==> src/rtl/nibble_serial_adder.sv <==
// nibble_serial_adder
//   Multi-cycle WIDTH-bit add/subtract unit. One 4-bit adder slice is reused
//   once per clock, least significant nibble first. The carry between nibbles
//   is kept in a register. Result, carry-out, signed overflow and zero are
//   assembled in registers and presented together when the operation is done.
//
// Ports
//   clk        in   1      rising-edge clock
//   rst        in   1      asynchronous active-high reset
//   in_valid   in   1      a, b, sub are valid this cycle
//   in_ready   out  1      unit can accept operands (IDLE only)
//   a, b       in   WIDTH  operands
//   sub        in   1      0: a+b, 1: a-b (computed as a + ~b + 1)
//   out_valid  out  1      result/flags valid; held until accepted
//   out_ready  in   1      consumer accepts result
//   result     out  WIDTH  sum or difference
//   cout       out  1      carry out of MSB (for sub: 1 = no borrow)
//   overflow   out  1      signed overflow
//   zero       out  1      result == 0
//
// Handshake: a transfer happens on a rising edge where valid and ready are
// both high. in_ready is high only in IDLE, out_valid only in DONE. Once
// out_valid is raised, it stays high with stable data until out_ready is
// seen. The FSM goes through IDLE between operations, so a new operand pair
// is never taken on the same edge that a result is consumed.

module adder_4bits (
  input  logic [3:0] a,
  input  logic [3:0] b,
  input  logic       cin,
  output logic [3:0] sum,
  output logic       cout
);
  assign {cout, sum} = {1'b0, a} + {1'b0, b} + {4'b0000, cin};
endmodule

module nibble_serial_adder #(
  parameter int WIDTH = 32
) (
  input  logic             clk,
  input  logic             rst,
  input  logic             in_valid,
  output logic             in_ready,
  input  logic [WIDTH-1:0] a,
  input  logic [WIDTH-1:0] b,
  input  logic             sub,
  output logic             out_valid,
  input  logic             out_ready,
  output logic [WIDTH-1:0] result,
  output logic             cout,
  output logic             overflow,
  output logic             zero
);
  localparam int NIB = WIDTH / 4;
  localparam int CW  = (NIB > 1) ? $clog2(NIB) : 1;
  localparam logic [CW-1:0] LAST = CW'(NIB - 1);

  typedef enum logic [1:0] {IDLE, RUN, DONE} state_t;

  state_t state, state_nxt;

  logic [WIDTH-1:0] a_q, b_q;
  logic [WIDTH-1:0] result_q, result_nxt;
  logic [CW-1:0]    cnt;
  logic             carry;
  logic             cout_q, ovf_q, zero_q;

  logic [3:0] a_nib, b_nib, slice_sum;
  logic       slice_cout;

  // Operand nibbles for the current step.
  always_comb begin
    a_nib = a_q[4*cnt +: 4];
    b_nib = b_q[4*cnt +: 4];
  end

  adder_4bits u_slice (
    .a    (a_nib),
    .b    (b_nib),
    .cin  (carry),
    .sum  (slice_sum),
    .cout (slice_cout)
  );

  // The result after this step. The zero flag is taken from this value, so
  // it includes the last nibble that is written on the final edge.
  always_comb begin
    result_nxt = result_q;
    result_nxt[4*cnt +: 4] = slice_sum;
  end

  // State register.
  always_ff @(posedge clk or posedge rst) begin
    if (rst) state <= IDLE;
    else     state <= state_nxt;
  end

  // Next-state logic.
  always_comb begin
    state_nxt = state;
    case (state)
      IDLE:    if (in_valid)     state_nxt = RUN;
      RUN:     if (cnt == LAST)  state_nxt = DONE;
      DONE:    if (out_ready)    state_nxt = IDLE;
      default:                   state_nxt = IDLE;
    endcase
  end

  // Datapath registers.
  always_ff @(posedge clk or posedge rst) begin
    if (rst) begin
      a_q      <= '0;
      b_q      <= '0;
      result_q <= '0;
      cnt      <= '0;
      carry    <= 1'b0;
      cout_q   <= 1'b0;
      ovf_q    <= 1'b0;
      zero_q   <= 1'b0;
    end else begin
      case (state)
        IDLE: begin
          if (in_valid) begin
            // Subtraction is stored as a + ~b with the +1 carried in.
            a_q   <= a;
            b_q   <= b ^ {WIDTH{sub}};
            carry <= sub;
            cnt   <= '0;
          end
        end
        RUN: begin
          result_q <= result_nxt;
          carry    <= slice_cout;
          if (cnt == LAST) begin
            cout_q <= slice_cout;
            // b_q is already inverted for sub, so this one rule covers both.
            ovf_q  <= (a_q[WIDTH-1] ~^ b_q[WIDTH-1]) & (slice_sum[3] ^ a_q[WIDTH-1]);
            zero_q <= (result_nxt == '0);
            // cnt holds at LAST. It never wraps.
          end else begin
            cnt <= cnt + 1'b1;
          end
        end
        default: ;
      endcase
    end
  end

  assign in_ready  = (state == IDLE);
  assign out_valid = (state == DONE);
  assign result    = result_q;
  assign cout      = cout_q;
  assign overflow  = ovf_q;
  assign zero      = zero_q;

endmodule
==> config.mk <==
export PLATFORM = sky130hd
export DESIGN_NAME = nibble_serial_adder
export DESIGN_NICKNAME = d
export VERILOG_FILES = /design/src/rtl/nibble_serial_adder.sv
export SDC_FILE = /design/constraint.sdc
export NUM_CORES = 1
export LEC_CHECK = 0
export BUFFER_PORTS_ARGS = -buffer_cell sky130_fd_sc_hd__buf_4
export CORE_MARGIN = 4
export CORE_UTILIZATION = 45
export DETAILED_ROUTE_END_ITERATION = 6
export PLACE_DENSITY = 0.72
export RECOVER_POWER = 25
export SKIP_CTS_REPAIR_TIMING = 1
export SLEW_MARGIN = 20
export SYNTH_ARGS = -nofsm -noshare
export SYNTH_HDL_FRONTEND = slang
export SYNTH_SLANG_ARGS = --single-unit
==> constraint.sdc <==
create_clock -name clk -period 4.1 [get_ports clk]
set_input_delay 0.205 -clock clk [delete_from_list [all_inputs] [get_ports clk]]
set_output_delay 0.205 -clock clk [all_outputs]
set_load 0.01 [all_outputs]
Yosys cells after proc, flatten, opt, wreduce, memory -nomap -nowiden --
Index checks and enable logic that the tools add are counted.
Storage, ports and cells: bits in registers 105, input bits 69, output and inout bits 37, logic and storage cells 46
Cells by class: add/subtract/negate cells 4, equality and inequality tests 7, shifts and indexed selects 4, muxes and demuxes 10, bitwise logic cells 4, reductions and logical operators 8
Operators with widths (count):
- $shiftx A32 B6 Y4 | 2
- $neg A5 Y34 | 1
- $shift A4 B34 Y32 const A | 1
- $shiftx A4 B34 Y32 | 1
- $bwmux W32 | 1
- $logic_not A32 Y1 | 1
- $xor A32 B32 Y32 | 1
- $mux W2 | 3
- $mux W3 | 2
- $ne A2 B2 Y1 const B | 3
- $pmux W2 S3 | 1
- $pmux W3 S2 | 1
- $reduce_and A2 Y1 | 3
- $reduce_and A3 Y1 | 2
- $add A4 B4 Y5 | 1
- $add A5 B1 Y5 | 1
- $add A3 B1 Y3 const B | 1
- $eq A3 B3 Y1 const B | 1
- $eq A2 B1 Y1 const B | 1
- $eq A2 B2 Y1 const B | 1
- $logic_not A2 Y1 | 1
- $ne A2 B1 Y1 const B | 1
- $pmux W1 S2 | 1
- $reduce_bool A2 Y1 | 1
- 4 further kinds | 4

Logic depth before layout (Yosys ltp) --
Gate-level depths: netlist (run 1).
depth after elaboration 6, mapped depth 14, mapped depth without buffers 12

By module --
Synthesis (run 1) repeated with hierarchy kept, for this count alone.
Unflattened totals: cells, all modules 463, area total of the unflattened synthesis 5342.6 um^2
Modules (own cells, without submodules):
- nibble_serial_adder | instances 1, cells an instance 447, area each 5198.7 um^2, seq. area each 2627.5 um^2
- adder_4bits | instances 1, cells an instance 16, area each 143.9 um^2, seq. area each 0.0 um^2

Worst setup path before layout (run 1) --
OpenSTA, ideal clock, no wires.
path kind register to register, from reg cnt[0], to reg zero_q, in the netlist zero, library setup time 95 ps, arrival time 3280 ps, required time 4005 ps, slack 724 ps, stages on the path, launching flop included 15, buffers on the path 2, clock period less this slack 3376 ps, path through dfrtp_1 -> buf_2 -> buf_2 -> mux4_2 -> nand2_1 -> nand2_1 -> fa_1 -> inv_1 -> fa_1 -> xor2_1 -> nand3_1 -> mux2_2 -> nor4_1 -> nand4_1 -> o31ai_1
On the way: word-level cells in the longest chain between the ends 6, elaborated cells on any way between the ends 11, those cells by class add/sub: 3; eq/ne: 1; shift: 4; mux: 1; reduce/logical: 2
RTL lines:
- start: declaration | RTL line 64 | logic [CW-1:0] cnt;
- start signal: assignment | RTL line 141 | cnt <= cnt + 1'b1;
- $shiftx A32 B6 Y4 (on tied branches) | RTL line 73, 74
- $add A4 B4 Y5 | RTL line 34 | assign {cout, sum} = {1'b0, a} + {1'b0, b} + {4'b0000, cin};
- $add A5 B1 Y5 | RTL line 34
- $shiftx A4 B34 Y32 | RTL line 89 | result_nxt[4*cnt +: 4] = slice_sum;
- $bwmux W32 | RTL line 89
- $logic_not A32 Y1 | RTL line 138 | zero_q <= (result_nxt == '0);
- end signal: assignment | RTL line 138
- end: declaration | RTL line 66 | logic cout_q, ovf_q, zero_q;
Several ways; a longest one is shown, not always the timed one. A chain may end at the register's enable or synchronous reset.

Worst setup path in the final report (run 1) --
Ends and elaborated chain as after synthesis.

==> impl_metrics.yaml, run 1 <==
sta:
  grt_setup_unrepaired: "false"
  fin_crit_ps: 3620
  fin_crit_sh: 0.882
  worst_pin_slew_ps: 3090
  hold_violations: 0
  slew_headroom: -1.07
  finalMaxSlewViolations: 73
  finalClockSkew_ps: 7.97
  layout_setup_ws_ps: 483
  setup_viol: 0
  tns_ps: 0
  fmax_mhz: 276
grt:
  grt.total_usage: 0.192
  grt_pass1_wl_um: 20100
  antenna_found_initial: 0
  grt_max_degree: 100
  grt_pass1_vias: 3994
  globalRoute.totalOverflow: 0
final_layout:
  stdcell_count: 714
  antennaDiodeCount: 0
  layout-area-overhead-vs-synth_pct: 23.2
  fin_nets: 647
  drive_above_1_share: 0.340
power:
  powerDensity_nw_per_um2: 945
  clkPwrFrac: 0.144
  p_comb_frac: 0.544
  p_int_mw: 3.51
  ir_drop_mv: 0.600
  seqPwrFrac: 0.311
  p_sw_mw: 2.54
  sw_frac_of_total: 0.419
  leakagePower_nw: 2.86
drt:
  final_antenna_net_count: 0
  vias_per_cell: 5.43
  wl_um: 12000
  drc: 0
  wl_per_cell_um: 16.8
  drt_iter0_markers: 271
  vias: 3877
  dr.pass1.iters: 6
setup_path:
  crit_path_max_fanout: 11
  cpMaxStageDelayCell: "dfrtp_1"
  crit_chain: "buf_4 > mux4_2 > nand2_1 > nand2_1 > fa_1 > inv_1 > fa_1 > xor2_1 > buf_4 > nand3_1 > mux2_2 > nor4_1 > nand4_1 > o31ai_1"
  crit_arrival_ps: 3860
  max_stage_delay_ps: 680
  crit_type: "reg -> reg"
  endpoint_kind: "flip-flop"
  start_kind: "flip-flop"
  worstPathRequired_ps: 4350
status:
  violations: "max-capacitance violations, max-slew violations"
  status: "finished with violations"
clocking:
  cts.clk_slew.worst_paths_ps: 70
  root_buffer: "clkbuf_16"
  cts_buffers: 9
  cts.path.max_buffers: 2
  htreeDepth: 3
  cts_tree: "built"
  cts.sinks: 105
  clk_latency_ps: 350
yosys:
  synth-edff-count: 0
  synth_top_area_cell: "dfrtp_1"
  syn_avg_cell_area_um2: 11.0
  synth_nets: 551
  synth-seq-area-share: 0.506
  yosysTopAreaCellShare: 0.506
  synth_cells: 473
  yosysWarningCount: 0
  ys_ff_latch: 105
  async_flop_share: 1.00
  synthFlopType: "dfrtp_1"
  synthDistinctLibCells: 45
  synth_area_leaders: "dfrtp_1 51%, mux2_2 9.3%, mux4_2 6.9%"
  synth_area_um2: 5200
placement:
  port_buffers: 105
  place_ws_ps: 479
  gp_congestion: 0.899
  dp.cells: 698
  place_hpwl_um: 8830
floorplanning:
  die_w_um: 115
  start_util: 0.469
  num_io_pins: 106
  fp.coreArea_um2: 11100
  fp-row-count: 38
  die_y_um: 115
  fp.dieArea_um2: 13300
hold_path:
  hold_path.class: "in -> reg"
flow_run:
  maxCapViolCount: 1
worst max-delay path, delay by kind of cell (launching register included):
family                   cells  cell delay (ps)
AND/OR/NAND/NOR              5              630
multiplexers                 2              590
XOR/XNOR                     1              150
buffers and inverters        3              590
AO/OA/AOI/OAI                1              270
adder cells (fa/ha/maj)      2              610
flip-flops                   1              680
sequential cells by signal, summed over array words and instances (netlist names):
register,cells
a_q,32
b_q,32
result,32
cnt,3
state,2
carry,1
cout,1
overflow,1
zero,1
power groups by stage:
stage / combinational [mW] / sequential, mW / clock (mW)
finish: 3.29 / 1.88 / 0.872
global route: 3.65 / 1.95 / 0.934
CTS: 3.29 / 1.88 / 0.893
detailed placement: 3.28 / 1.90 / 0
global placement: 3.18 / 1.88 / 0
floorplan: 2.20 / 1.83 / 0
metrics by stage:
step           hold slack, ps  instance area (um2)  power, mW   util
6_report                 47.8                 6400       6.05  0.578
3_3_place_gp              401                 6100       5.06  0.550
5_1_grt                  74.1                 6400       6.54  0.578
2_1_floorplan             313                 5200       4.03      -
3_5_place_dp              416                 6100       5.18  0.550
4_1_cts                  38.2                 6400       6.07  0.578
cell usage after synthesis, types with 3 or more instances:
| cell type | n |
|---|---|
| nand2b_1 | 4 |
| mux2i_1 | 3 |
| a21oi_1 | 43 |
| ha_1 | 7 |
| nand2_1 | 52 |
| clkbuf_1 | 13 |
| mux2_2 | 43 |
| nand4_1 | 4 |
| nor3_1 | 6 |
| and2_1 | 3 |
| dfrtp_1 | 105 |
| nor4_1 | 5 |
| mux4_2 | 16 |
| buf_1 | 10 |
| a31oi_1 | 3 |
| inv_1 | 13 |
| nor2_1 | 43 |
| xnor2_1 | 32 |
| o21ai_0 | 25 |
| xor2_1 | 3 |
| nand3_1 | 7 |
| nor2b_1 | 3 |
cell families after synthesis:
| family | Yosys count | share of synthesized area |
|---|---|---|
| buf+inv | 42 | 0.0344 |
| fa+ha+maj | 9 | 0.0246 |
| mux | 63 | 0.171 |
| simple gates | 138 | 0.121 |
| xor+xnor | 35 | 0.0590 |
| compound gates | 81 | 0.0840 |
| flops | 105 | 0.506 |
worst paths after layout:
| check | startpoint | endpoint | slack, ps | cells after the start |
|---|---|---|---|---|
| setup / recovery | cnt[0]$_DFFE_PP0P_ | zero$_DFFE_PP0P_ | 480 | 14 |
| min in group asynchronous | rst | result[15]$_DFFE_PP0P_ | 750 | 2 |
| max in group asynchronous | rst | a_q[28]$_DFFE_PP0P_ | 1890 | 3 |
| hold reg to reg | overflow$_DFFE_PP0P_ | overflow$_DFFE_PP0P_ | 490 | 2 |
| hold / removal | out_ready | state[1]$_DFFE_PP0P_ | 50 | 2 |
| setup reg to reg | cnt[0]$_DFFE_PP0P_ | zero$_DFFE_PP0P_ | 480 | 14 |
cell usage in the layout (no fill, tap or decap), types with 3 or more instances in the layout:
master,count
nand3_1,7
clkbuf_16,9
mux2_2,43
nand2b_1,4
o21ai_0,25
a31oi_1,3
xor2_1,3
xnor2_1,32
nor4_1,5
nand2_1,52
inv_1,12
nor2b_1,3
dfrtp_1,105
mux4_2,16
nand4_1,4
nor2_1,43
a21oi_1,43
ha_1,7
buf_4,112
nor3_1,6
mux2i_1,3
routing by layer:
layer	vias up	wire length, um	global-route usage
li1	1833	-	-
met1	1865	5360	0.269
met2	157	5580	0.299
met3	22	843	0.0517
met4	0	214	0.0532
met5	-	0	0
final cells by class:
cell class / count / area [um2]
sequential: 105 / 2630
clock inverter: 6 / 76.3
inverter: 14 / 53.8
tap: 140 / 175
clock buffer: 10 / 229
multi-input combinational: 326 / 2390
timing repair buffer: 113 / 848
fill: 923 / 4680
(Power assumes the default switching activity.)
==> run 2: changes to the inputs <==
- CORE_UTILIZATION: 45 -> 55
- PLACE_DENSITY: 0.72 -> 0.84
- TNS_END_PERCENT: default -> 10
==> impl_metrics.yaml, run 2 (synthesis gave the netlist of run 1 again) <==
clocking:
  cts_buffers: 9
  htreeDepth: 3
  cts.path.max_buffers: 2
  clk_latency_ps: 380
  root_buffer: "clkbuf_8"
  cts_tree: "built"
  cts.clk_slew.worst_paths_ps: 100
  cts.sinks: 105
setup_path:
  max_stage_delay_ps: 710
  crit_arrival_ps: 3820
  cpMaxStageDelayCell: "dfrtp_1"
  start_kind: "flip-flop"
  worstPathRequired_ps: 4390
  crit_path_max_fanout: 12
  crit_type: "reg -> reg"
  endpoint_kind: "flip-flop"
  crit_chain: "mux4_2 > nand2_1 > nand2_1 > fa_1 > inv_1 > fa_1 > xor2_1 > nand3_1 > mux2_2 > nor4_1 > nand4_1 > o31ai_1"
placement:
  place_hpwl_um: 8640
  gp_congestion: 0.943
  port_buffers: 105
sta:
  finalMaxSlewViolations: 78
  fin_crit_sh: 0.862
  worst_pin_slew_ps: 2800
  finalClockSkew_ps: 11.7
  holdWs_ps: 16.7
  fmax_mhz: 283
  slew_headroom: -0.870
  tns_ps: 0
  hold_violations: 0
  grt_setup_unrepaired: "false"
  setup_viol: 0
  fin_crit_ps: 3530
final_layout:
  drive_above_1_share: 0.339
  layout_common_cells: "111 x buf_4, 105 x dfrtp_1, 52 x nand2_1"
  antennaDiodeCount: 0
  final_common_cell: "buf_4"
  seq_area_um2: 2630
  layout-area-overhead-vs-synth_pct: 20.3
  fin_nets: 646
  fillerInstances: 704
  multi_input_area_um2: 2390
grt:
  grt_max_degree: 100
  grt.total_usage: 0.225
  grt_pass1_vias: 3962
  grt_pass1_wl_um: 19900
  antenna_found_initial: 0
  globalRoute.totalOverflow: 0
floorplanning:
  start_util: 0.562
  die_w_um: 105
  fp.coreArea_um2: 9240
  fp-row-count: 35
  num_io_pins: 106
  fp.dieArea_um2: 11100
  die_y_um: 105
status:
  status: "finished with violations"
  violations: "max-capacitance violations, max-slew violations"
power:
  p_int_mw: 3.25
  seqPwrFrac: 0.333
  p_sw_mw: 2.48
  powerDensity_nw_per_um2: 916
  ir_drop_mv: 0.547
  sw_frac_of_total: 0.433
  leakagePower_nw: 2.81
  clkPwrFrac: 0.104
  p_comb_frac: 0.563
drt:
  wl_um: 11600
  dr.pass1.iters: 5
  drc: 0
  vias: 3808
  vias_per_cell: 5.42
  wl_per_cell_um: 16.5
  final_antenna_net_count: 0
  drt_iter0_markers: 171
flow_run:
  maxCapViolCount: 1
hold_path:
  hold_path.class: "in -> reg"
==> run 2: path summary, 6_finish.rpt <==
check	start	to	slack, ps	depth (start not counted)
worst max-delay path	cnt[0]$_DFFE_PP0P_	zero$_DFFE_PP0P_	570	12
worst min-delay path	out_ready	state[1]$_DFFE_PP0P_	20	2
worst max register to register	cnt[0]$_DFFE_PP0P_	zero$_DFFE_PP0P_	570	12
worst min register to register	zero$_DFFE_PP0P_	zero$_DFFE_PP0P_	510	2
max in group asynchronous	rst	b_q[26]$_DFFE_PP0P_	1690	2
min in group asynchronous	rst	result[11]$_DFFE_PP0P_	820	2
==> run 2: power groups by stage <==
| stage | clock network, mW | registers [mW] | logic [mW] |
|---|---|---|---|
| 2_1_floorplan | 0 | 1.83 | 2.20 |
| 3_3_place_gp | 0 | 1.90 | 3.12 |
| 6_report | 0.596 | 1.91 | 3.22 |
| 5_1_grt | 0.648 | 1.98 | 3.57 |
| 4_1_cts | 0.607 | 1.91 | 3.22 |
| 3_5_place_dp | 0 | 1.93 | 3.20 |
==> run 2: per-layer routing <==
| layer | share of wire | vias up | global-route usage |
|---|---|---|---|
| li1 | - | 1827 | - |
| met4 | 0.016 | 0 | 0.0590 |
| met3 | 0.058 | 18 | 0.0519 |
| met5 | 0 | - | 0 |
| met1 | 0.42 | 1823 | 0.297 |
| met2 | 0.50 | 140 | 0.374 |
==> run 2: layout make-up <==
class	count	share of cell area
tap	129	0.0258
timing repair buffer	112	0.135
multi-input combinational	326	0.383
clock buffer	9	0.0198
clock inverter	7	0.00821
sequential	105	0.420
inverter	14	0.00841
==> run 2: per-stage QoR <==
stage | instance area, um2 | worst slack [ps] | cells | total power, mW | util
4_1_cts | 6250 | 553 | 702 | 5.73 | 0.677
3_5_place_dp | 6080 | 543 | 686 | 5.14 | 0.658
3_3_place_gp | 6080 | 694 | 686 | 5.02 | 0.658
5_1_grt | 6250 | 217 | 702 | 6.20 | 0.676
6_report | 6250 | 565 | 702 | 5.73 | 0.676
2_1_floorplan | 5200 | 724 | 473 | 4.03 | -
==> run 2: worst max-delay path, delay by kind of cell, from the launching register on <==
family,cells,cell delay [ps]
compound gates,1,250
xor+xnor,1,210
fa+ha+maj,2,620
buf+inv,1,80
flops,1,710
mux,2,850
simple gates,5,710
